[config.mk]
export PLATFORM = sky130hd
export DESIGN_NAME = fm_result_reader_flat
export DESIGN_NICKNAME = d
export VERILOG_FILES = /design/src/rtl/fm_result_reader_if.sv /design/src/rtl/fm_result_reader.sv /design/src/flat_wrapper.sv
export SDC_FILE = /design/constraint.sdc
export NUM_CORES = 1
export LEC_CHECK = 0
export BUFFER_PORTS_ARGS = -buffer_cell sky130_fd_sc_hd__buf_2
export CAP_MARGIN = 10
export CORE_ASPECT_RATIO = 0.5
export CORE_MARGIN = 1.5
export CORE_UTILIZATION = 55
export DETAILED_ROUTE_END_ITERATION = 8
export GPL_TIMING_DRIVEN = 0
export PLACE_DENSITY = 0.81
export SETUP_SLACK_MARGIN = 0.3
export SYNTH_ARGS = -nofsm -noshare
export SYNTH_HDL_FRONTEND = slang
export SYNTH_SLANG_ARGS = --single-unit
[constraint.sdc]
create_clock -name clk -period 3.36 [get_ports clk]
set_input_delay 0.168 -clock clk [delete_from_list [all_inputs] [get_ports clk]]
set_output_delay 0.168 -clock clk [all_outputs]
set_load 0.05 [all_outputs]
[src/rtl/fm_result_reader_if.sv]
// Element stream leaving the result reader: valid/ready with a last marker.
interface fm_result_reader_if #(
    parameter int DATA_WIDTH = 16
);
    logic [DATA_WIDTH-1:0] out_data;
    logic                  out_valid;
    logic                  out_ready;
    logic                  out_last;

    modport master (output out_data, output out_valid, output out_last, input out_ready);
    modport slave  (input out_data, input out_valid, input out_last, output out_ready);
endinterface

[src/rtl/fm_result_reader.sv]
// Feature-map result reader: fetches packed PARA_X*PARA_Y-lane words from the
// output RAM one at a time and serializes them lane 0 first onto a stream.
module fm_result_reader #(
    parameter int DATA_WIDTH      = 16,
    parameter int PARA_X          = 3,
    parameter int PARA_Y          = 3,
    parameter int READ_ADDR_WIDTH = 10,
    parameter int RAM_LATENCY     = 2
) (
    input  logic                                    clk,
    input  logic                                    rst,
    input  logic                                    start_read,
    input  logic [READ_ADDR_WIDTH-1:0]              base_addr,
    input  logic [READ_ADDR_WIDTH-1:0]              word_count,
    output logic                                    ram_rd_en,
    output logic [READ_ADDR_WIDTH-1:0]              ram_rd_addr,
    input  logic [PARA_X*PARA_Y*DATA_WIDTH-1:0]     ram_rd_data,
    fm_result_reader_if.master                      out_if,
    output logic                                    busy,
    output logic                                    read_done
);
    localparam int NUM_LANES = PARA_X * PARA_Y;
    localparam int LANE_W    = (NUM_LANES > 1) ? $clog2(NUM_LANES) : 1;
    localparam int LAT_W     = 3;
    localparam int AW        = READ_ADDR_WIDTH;
    localparam logic [LANE_W-1:0] LANE_LAST = LANE_W'(NUM_LANES - 1);
    localparam logic [LAT_W-1:0]  LAT_LAST  = LAT_W'(RAM_LATENCY - 1);

    typedef enum logic [2:0] {
        IDLE  = 3'd0,
        FETCH = 3'd1,
        WAIT  = 3'd2,
        SHIFT = 3'd3,
        DONE  = 3'd4
    } state_e;

    state_e                                 state_q, state_d;
    logic [AW-1:0]                          addr_q, addr_d;
    logic [AW-1:0]                          cnt_q, cnt_d;
    logic [AW-1:0]                          widx_q, widx_d;
    logic [LANE_W-1:0]                      lane_q, lane_d;
    logic [LAT_W-1:0]                       lat_q, lat_d;
    logic [NUM_LANES-1:0][DATA_WIDTH-1:0]   buf_q, buf_d;

    logic xfer;
    logic last_word;

    assign xfer      = (state_q == SHIFT) && out_if.out_ready;
    assign last_word = (widx_q == cnt_q - AW'(1));

    // Outputs decode straight from registered state so reset clears them at once.
    assign ram_rd_en        = (state_q == FETCH);
    assign ram_rd_addr      = addr_q;
    assign busy             = (state_q != IDLE);
    assign read_done        = (state_q == DONE);
    assign out_if.out_valid = (state_q == SHIFT);
    assign out_if.out_data  = (state_q == SHIFT) ? buf_q[lane_q] : '0;
    assign out_if.out_last  = (state_q == SHIFT) && (lane_q == LANE_LAST) && last_word;

    // State register and datapath flops.
    always_ff @(posedge clk or negedge rst) begin
        if (!rst) begin
            state_q <= IDLE;
            addr_q  <= '0;
            cnt_q   <= '0;
            widx_q  <= '0;
            lane_q  <= '0;
            lat_q   <= '0;
            buf_q   <= '0;
        end else begin
            state_q <= state_d;
            addr_q  <= addr_d;
            cnt_q   <= cnt_d;
            widx_q  <= widx_d;
            lane_q  <= lane_d;
            lat_q   <= lat_d;
            buf_q   <= buf_d;
        end
    end

    // Next-state: one word per FETCH/WAIT/SHIFT round, no prefetch.
    always_comb begin
        state_d = state_q;
        addr_d  = addr_q;
        cnt_d   = cnt_q;
        widx_d  = widx_q;
        lane_d  = lane_q;
        lat_d   = lat_q;
        buf_d   = buf_q;
        case (state_q)
            IDLE: begin
                if (start_read) begin
                    cnt_d  = word_count;
                    widx_d = '0;
                    lane_d = '0;
                    if (word_count != '0) begin
                        // Address only moves when a read will follow, so it
                        // keeps showing the last fetched word otherwise.
                        addr_d  = base_addr;
                        state_d = FETCH;
                    end else begin
                        state_d = DONE;
                    end
                end
            end
            FETCH: begin
                lat_d   = '0;
                state_d = WAIT;
            end
            WAIT: begin
                if (lat_q == LAT_LAST) begin
                    buf_d   = ram_rd_data;
                    state_d = SHIFT;
                end else begin
                    lat_d = lat_q + LAT_W'(1);
                end
            end
            SHIFT: begin
                if (xfer) begin
                    if (lane_q == LANE_LAST) begin
                        lane_d = '0;
                        widx_d = widx_q + AW'(1);
                        if (last_word) begin
                            state_d = DONE;
                        end else begin
                            addr_d  = addr_q + AW'(1);
                            state_d = FETCH;
                        end
                    end else begin
                        lane_d = lane_q + LANE_W'(1);
                    end
                end
            end
            DONE: begin
                state_d = IDLE;
            end
            default: begin
                state_d = IDLE;
            end
        endcase
    end
endmodule

[src/flat_wrapper.sv]
// flat-port wrapper written by rule: the top's interface ports become plain ports
module fm_result_reader_flat 
#(
    parameter int DATA_WIDTH      = 16,
    parameter int PARA_X          = 3,
    parameter int PARA_Y          = 3,
    parameter int READ_ADDR_WIDTH = 10,
    parameter int RAM_LATENCY     = 2
)
  (clk, rst, start_read, base_addr, word_count, ram_rd_en, ram_rd_addr, ram_rd_data, busy, read_done, out_if_out_data, out_if_out_valid, out_if_out_last, out_if_out_ready);
  fm_result_reader_if #(.DATA_WIDTH(DATA_WIDTH)) out_if_i ();
  input  logic clk;
  input  logic rst;
  input  logic start_read;
  input  logic [READ_ADDR_WIDTH-1:0] base_addr;
  input  logic [READ_ADDR_WIDTH-1:0] word_count;
  output logic ram_rd_en;
  output logic [READ_ADDR_WIDTH-1:0] ram_rd_addr;
  input  logic [PARA_X*PARA_Y*DATA_WIDTH-1:0] ram_rd_data;
  output logic busy;
  output logic read_done;
  output wire logic [$bits(out_if_i.out_data)-1:0] out_if_out_data;
  output wire logic [$bits(out_if_i.out_valid)-1:0] out_if_out_valid;
  output wire logic [$bits(out_if_i.out_last)-1:0] out_if_out_last;
  input wire logic [$bits(out_if_i.out_ready)-1:0] out_if_out_ready;
  assign out_if_out_data = out_if_i.out_data;
  assign out_if_out_valid = out_if_i.out_valid;
  assign out_if_out_last = out_if_i.out_last;
  assign out_if_i.out_ready = out_if_out_ready;
  fm_result_reader #(.DATA_WIDTH(DATA_WIDTH), .PARA_X(PARA_X), .PARA_Y(PARA_Y), .READ_ADDR_WIDTH(READ_ADDR_WIDTH), .RAM_LATENCY(RAM_LATENCY)) u_core (.clk(clk), .rst(rst), .start_read(start_read), .base_addr(base_addr), .word_count(word_count), .ram_rd_en(ram_rd_en), .ram_rd_addr(ram_rd_addr), .ram_rd_data(ram_rd_data), .out_if(out_if_i), .busy(busy), .read_done(read_done));
endmodule
**Word level (Yosys, flattened, before mapping)**

Cells that the tools add are included.

- Input bits: 168
- Word-level logic and storage cells: 76
- Output and inout port bits: 31
- Bits in registers: 184

- Equality and inequality tests: 14
- Reductions and logical operators: 15
- Add/subtract/negate cells: 5
- Order comparisons: 1
- Muxes and demuxes: 26

Operator list:

| kind | number |
|---|---|
| $mux W10 | 8 |
| $bmux W16 S4 | 1 |
| $pmux W10 S2 | 2 |
| $mux W16 | 2 |
| $mux W3 | 7 |
| $add A10 B1 Y10 const B | 2 |
| $mux W4 | 3 |
| $pmux W3 S4 | 1 |
| $eq A10 B10 Y1 | 1 |
| $reduce_bool A10 Y1 | 1 |
| $sub A10 B1 Y10 const B | 1 |
| $ne A2 B1 Y1 const B | 4 |
| $pmux W4 S2 | 1 |
| $reduce_and A4 Y1 | 2 |
| $eq A3 B1 Y1 const B | 2 |
| $eq A3 B2 Y1 const B | 2 |
| $ne A2 B2 Y1 const B | 3 |
| $pmux W3 S2 | 1 |
| $reduce_and A2 Y1 | 3 |
| $reduce_and A6 Y1 | 1 |
| $lt A4 B5 Y1 const B | 1 |
| $add A4 B1 Y4 const B | 1 |
| $eq A4 B4 Y1 const B | 1 |
| $reduce_bool A2 Y1 | 2 |
| other kinds (6) | 8 |

**Depth between registers and ports, before layout**

- Word-level depth: 6
- Gate-level depth with buffers: 11

**Worst setup path before layout**

No wires, ideal clock.

- Path kind: register to output
- Start: register u_core.state_q[2]
- End: output out_if_out_last
- Cell stages (with the launch flop): 7
- Path slack: 0.701 ns
- Path buffers: 2
- Data arrival time: 2.491 ns
- Cells stage by stage: dfrtp_1 > nand3b_1 > inv_1 > clkbuf_1 > buf_1 > nand2_1 > nor2_1

- Longest elaborated chain between the ends: 3

RTL lines:

| item | line | text |
|---|---|---|
| from (decl) | fm_result_reader.sv:37 | `state_e state_q, state_d;` |
| from (signal assigned) | fm_result_reader.sv:71 | `state_q <= state_d;` |
| $eq A3 B2 Y1 | n/a |  |
| via out_if_out_valid | flat_wrapper.sv:23 | `output wire logic [$bits(out_if_i.out_valid)-1:0] out_if_out_valid;` |
| $logic_and A1 B1 Y1 (2 in a row) | fm_result_reader.sv:58 | `assign out_if.out_last = (state_q == SHIFT) && (lane_q == LANE_LAST) && last_word;` |
| to (decl) | flat_wrapper.sv:24 | `output wire logic [$bits(out_if_i.out_last)-1:0] out_if_out_last;` |

The timed path passes the listed nets, and every way through them passes these cells.

**Worst setup path in the final report**

- Start: register u_core.lane_q[1]
- End: output out_if_out_data[5]

- Longest elaborated chain between the ends: 3

RTL lines:

| item | line | text |
|---|---|---|
| from (decl) | fm_result_reader.sv:41 | `logic [LANE_W-1:0] lane_q, lane_d;` |
| from (signal assigned) | fm_result_reader.sv:75 | `lane_q <= lane_d;` |
| $bmux W16 S4 | fm_result_reader.sv:57 | `assign out_if.out_data = (state_q == SHIFT) ? buf_q[lane_q] : '0;` |
| $mux W16 (not written as such) | fm_result_reader.sv:57 |  |
| $mux W16 | fm_result_reader.sv:57 |  |
| to (decl) | flat_wrapper.sv:22 | `output wire logic [$bits(out_if_i.out_data)-1:0] out_if_out_data;` |

No other way between the ends. The select of a mux whose other input is x is not followed.

==> flow_metrics.tcl <==
set metrics [dict create \
    ys.flop_type "dfrtp_1" \
    nNetsFinal 1248 \
    tns_ns 0 \
    synth_area_per_cell_um2 12.92 \
    place_area_um2 10360 \
    cts_buffer_depth 2 \
    finalPower_mw 11.86 \
    clk_pin_slew_ns 0.07 \
    startpoint "u_core.lane_q[1]" \
    timing.fmax_mhz 338.6 \
    setup.worst_path.class "flip-flop to primary output" \
    dp_hpwl_mm 16.82 \
    cp.required_ns 3.19 \
    htreeDepth 4 \
    port_buffers 198 \
    drv_slew 0 \
    holdCritPathClass "input port to flip-flop" \
    start_util_pct 57.54 \
    die-area_um2 17290 \
    syn_to_final_growth_pct 38.27 \
    synth_seq_cells 184 \
    wl_per_cell_um 22.00 \
    final_area_um2 12520 \
    die_w_um 184.4 \
    rsz0062_at_grt "yes" \
    ff2ff_setup_slack_ns 0.49 \
    synth_edf_count 0 \
    overflow 0 \
    peakVddDrop_uv 468.3 \
    vias 7761 \
    dp_cells 1121 \
    rr_startpoint "u_core.lane_q[1]" \
    fin_util_pct 79.56 \
    fillers 877 \
    hold_viol 0 \
    pin_count 199 \
    cellPowerDensity_nw_per_um2 947.7 \
    final.period_utilization_pct 87.91 \
    cts-root-buf "clkbuf_16" \
    whs_ns 0.01145 \
    track_usage_pct 34.76 \
    layout_common_cells "201 x buf_2, 184 x dfrtp_1, 154 x dlygate4sd3_1, 92 x mux2_2, 60 x mux2_1" \
    period_needed_ns 2.954 \
    endpoint "out_if_out_data[5]" \
    grt_pass1_vias 8298 \
    synth_sequential_area_ratio_pct 50.86 \
    synth_cell_types 67 \
    post-cts-setup-buffer-count 0 \
    setup_slack_ns 0.4064 \
    cp_slowest_cell "nor4b_2" \
    relSlewSlack_pct 47.28 \
    cts_tree "built" \
    cpPeakStageDelay_ns 0.67 \
    detail-route-antenna-nets 0 \
    status "completed" \
    clock_latency_ns 0.44 \
    gp_congestion 0.8776 \
    worst_slew_pin_slew_ns 0.7908 \
    fin_skew_ns 0.01890 \
    ys_async_sr_fraction_pct 100.0 \
    yosysWarnings 0 \
    syn_area_um2 9054 \
    p_leak_nw 5.555 \
    drv_cap 0 \
    startpoint_type "flip-flop" \
    drtPass1Iterations 5 \
    grt_max_degree 112 \
    critPathArrivalTime_ns 2.79 \
    antenna_found_initial 4 \
    path_cells "clkbuf_2, nor4b_2, clkbuf_1, a21oi_1, nor2_1, buf_2" \
    core_um2 15740 \
    r2r_end "u_core.ram_rd_addr[0]" \
    drt_first_iter_violations 601 \
    drive_above_1_share_pct 35.91 \
    cts_sinks 184 \
    reg2reg_depth 11 \
    setup_viol 0 \
    cp_max_fo 10 \
    dp_slack_ns 0.1274 \
    drt-vias-per-instance 5.915 \
    layout_commonest_cell "buf_2" \
    cp-end-kind "primary output" \
    synthCells 701 \
    wirelength_mm 28.87 \
    syn_nets 876 \
    drc 0 \
    die_y_um 93.73 \
    rows 32 \
    fin_cells 1312 \
    grt_pass1_wl_mm 44.40 \
    numCtsBuffers 17 \
]
## layout make-up
| type | instances | area, µm² | share of cell area [%] |
|---|---|---|---|
| sequential | 184 | 4604 | 36.78 |
| multi-input combinational | 465 | 4199 | 33.54 |
| antenna | 5 | 12.51 | 0.09995 |
| tap | 221 | 276.5 | 2.209 |
| timing repair buffer | 353 | 2570 | 20.53 |
| inverter | 10 | 37.54 | 0.2998 |
| clock inverter | 14 | 140.1 | 1.119 |
| clock buffer | 18 | 429.2 | 3.428 |
| buffer | 42 | 249.0 | 1.989 |
## report_power, final
| part | total [mW] | internal [mW] | switching, mW | leakage [nW] |
|---|---|---|---|---|
| registers | 4.06 | 3.27 | 0.788 | 2.17 |
| logic | 5.82 | 2.45 | 3.36 | 3.12 |
| clock network | 1.99 | 0.987 | 1.00 | 0.270 |
| total | 11.9 | 6.71 | 5.16 | 5.55 |
## kinds of logic (layout without fill, tap and decap cells)
kind of cell    count (synthesis)  count (layout)  synth area share (%)
xor+xnor                       19              19                 1.921
buf+inv                        52             437                 2.957
compound gates                 71              71                 5.197
other cells                     0               5                     0
simple gates                  168             168                 9.467
flops                         184             184                 50.86
mux                           200             200                 28.63
fa+ha+maj                       7               7                0.9673
## cells in the mapped netlist, types with 2 or more instances
library cell	instances	area (µm²)
dfrtp_1	184	4604
mux2_2	92	1036
mux2_1	60	675.7
nor2_1	59	221.5
mux4_2	32	720.7
nand2_1	30	112.6
a21oi_1	24	120.1
clkbuf_1	16	60.06
mux2i_1	16	160.2
o21ai_0	16	80.08
nand3_1	15	75.07
nand4_1	11	68.82
buf_1	10	37.54
inv_1	9	33.78
xnor2_1	9	78.83
xor2_1	9	78.83
and3_1	8	50.05
buf_6	8	90.09
buf_2	7	35.03
ha_1	7	87.58
nor3_1	6	30.03
nor4_1	6	37.54
nand2b_1	4	25.02
nor3b_1	4	30.03
or4_1	4	30.03
a22o_1	3	26.28
o211ai_1	3	22.52
or2_0	3	18.77
a221o_1	2	20.02
a2bb2oi_1	2	17.52
a311o_1	2	20.02
and2_1	2	12.51
and3b_1	2	17.52
nand3b_1	2	15.01
o311ai_1	2	17.52
## worst min-delay path by stage
| stage | startpoint | endpoint | slack [ns] | cells after the start |
|---|---|---|---|---|
| floorplan | rst | u_core.buf_q[0] | -0.13 | 0 |
| global placement | ram_rd_data[128] | u_core.buf_q[128] | 0.38 | 2 |
| detailed placement | rst | u_core.ram_rd_addr[6] | 0.18 | 1 |
| CTS | word_count[0] | u_core.cnt_q[0] | 0.005 | 3 |
| global route | word_count[9] | u_core.cnt_q[9] | 0.02 | 2 |
| finish | word_count[0] | u_core.cnt_q[0] | 0.01 | 3 |
## repair_timing
action	4_1_cts	5_1_grt
hold endpoints to repair	226	0
hold buffers	154	0
resized for setup	6	11
setup endpoints to repair	25	19
## worst max-delay path, delay by kind of cell, from the launching register on
| family | cells | cell delay [ns] |
|---|---|---|
| AOI/OAI and AO/OA | 1 | 0.14 |
| buffers and inverters | 3 | 0.99 |
| DFF | 1 | 0.39 |
| and+or+nand+nor | 2 | 0.85 |
## state kept, by name, indices dropped and copies added, names as in the netlist
signal and count:
u_core.cnt_q 10, u_core.lane_q 4, u_core.lat_q 3, u_core.widx_q 10, u_core.state_q 3, u_core.ram_rd_addr 10, u_core.buf_q 144
## layer usage
metal / wire length (µm) / vias to the layer above / global-route usage, %
met3: 2002 / 100 / 8.372
li1: - / 3331 / -
met4: 1069 / 0 / 18.17
met1: 10970 / 3932 / 40.35
met5: 0 / - / 0
met2: 14830 / 398 / 60.63
No activity file was read; power rests on OpenSTA's default activity.
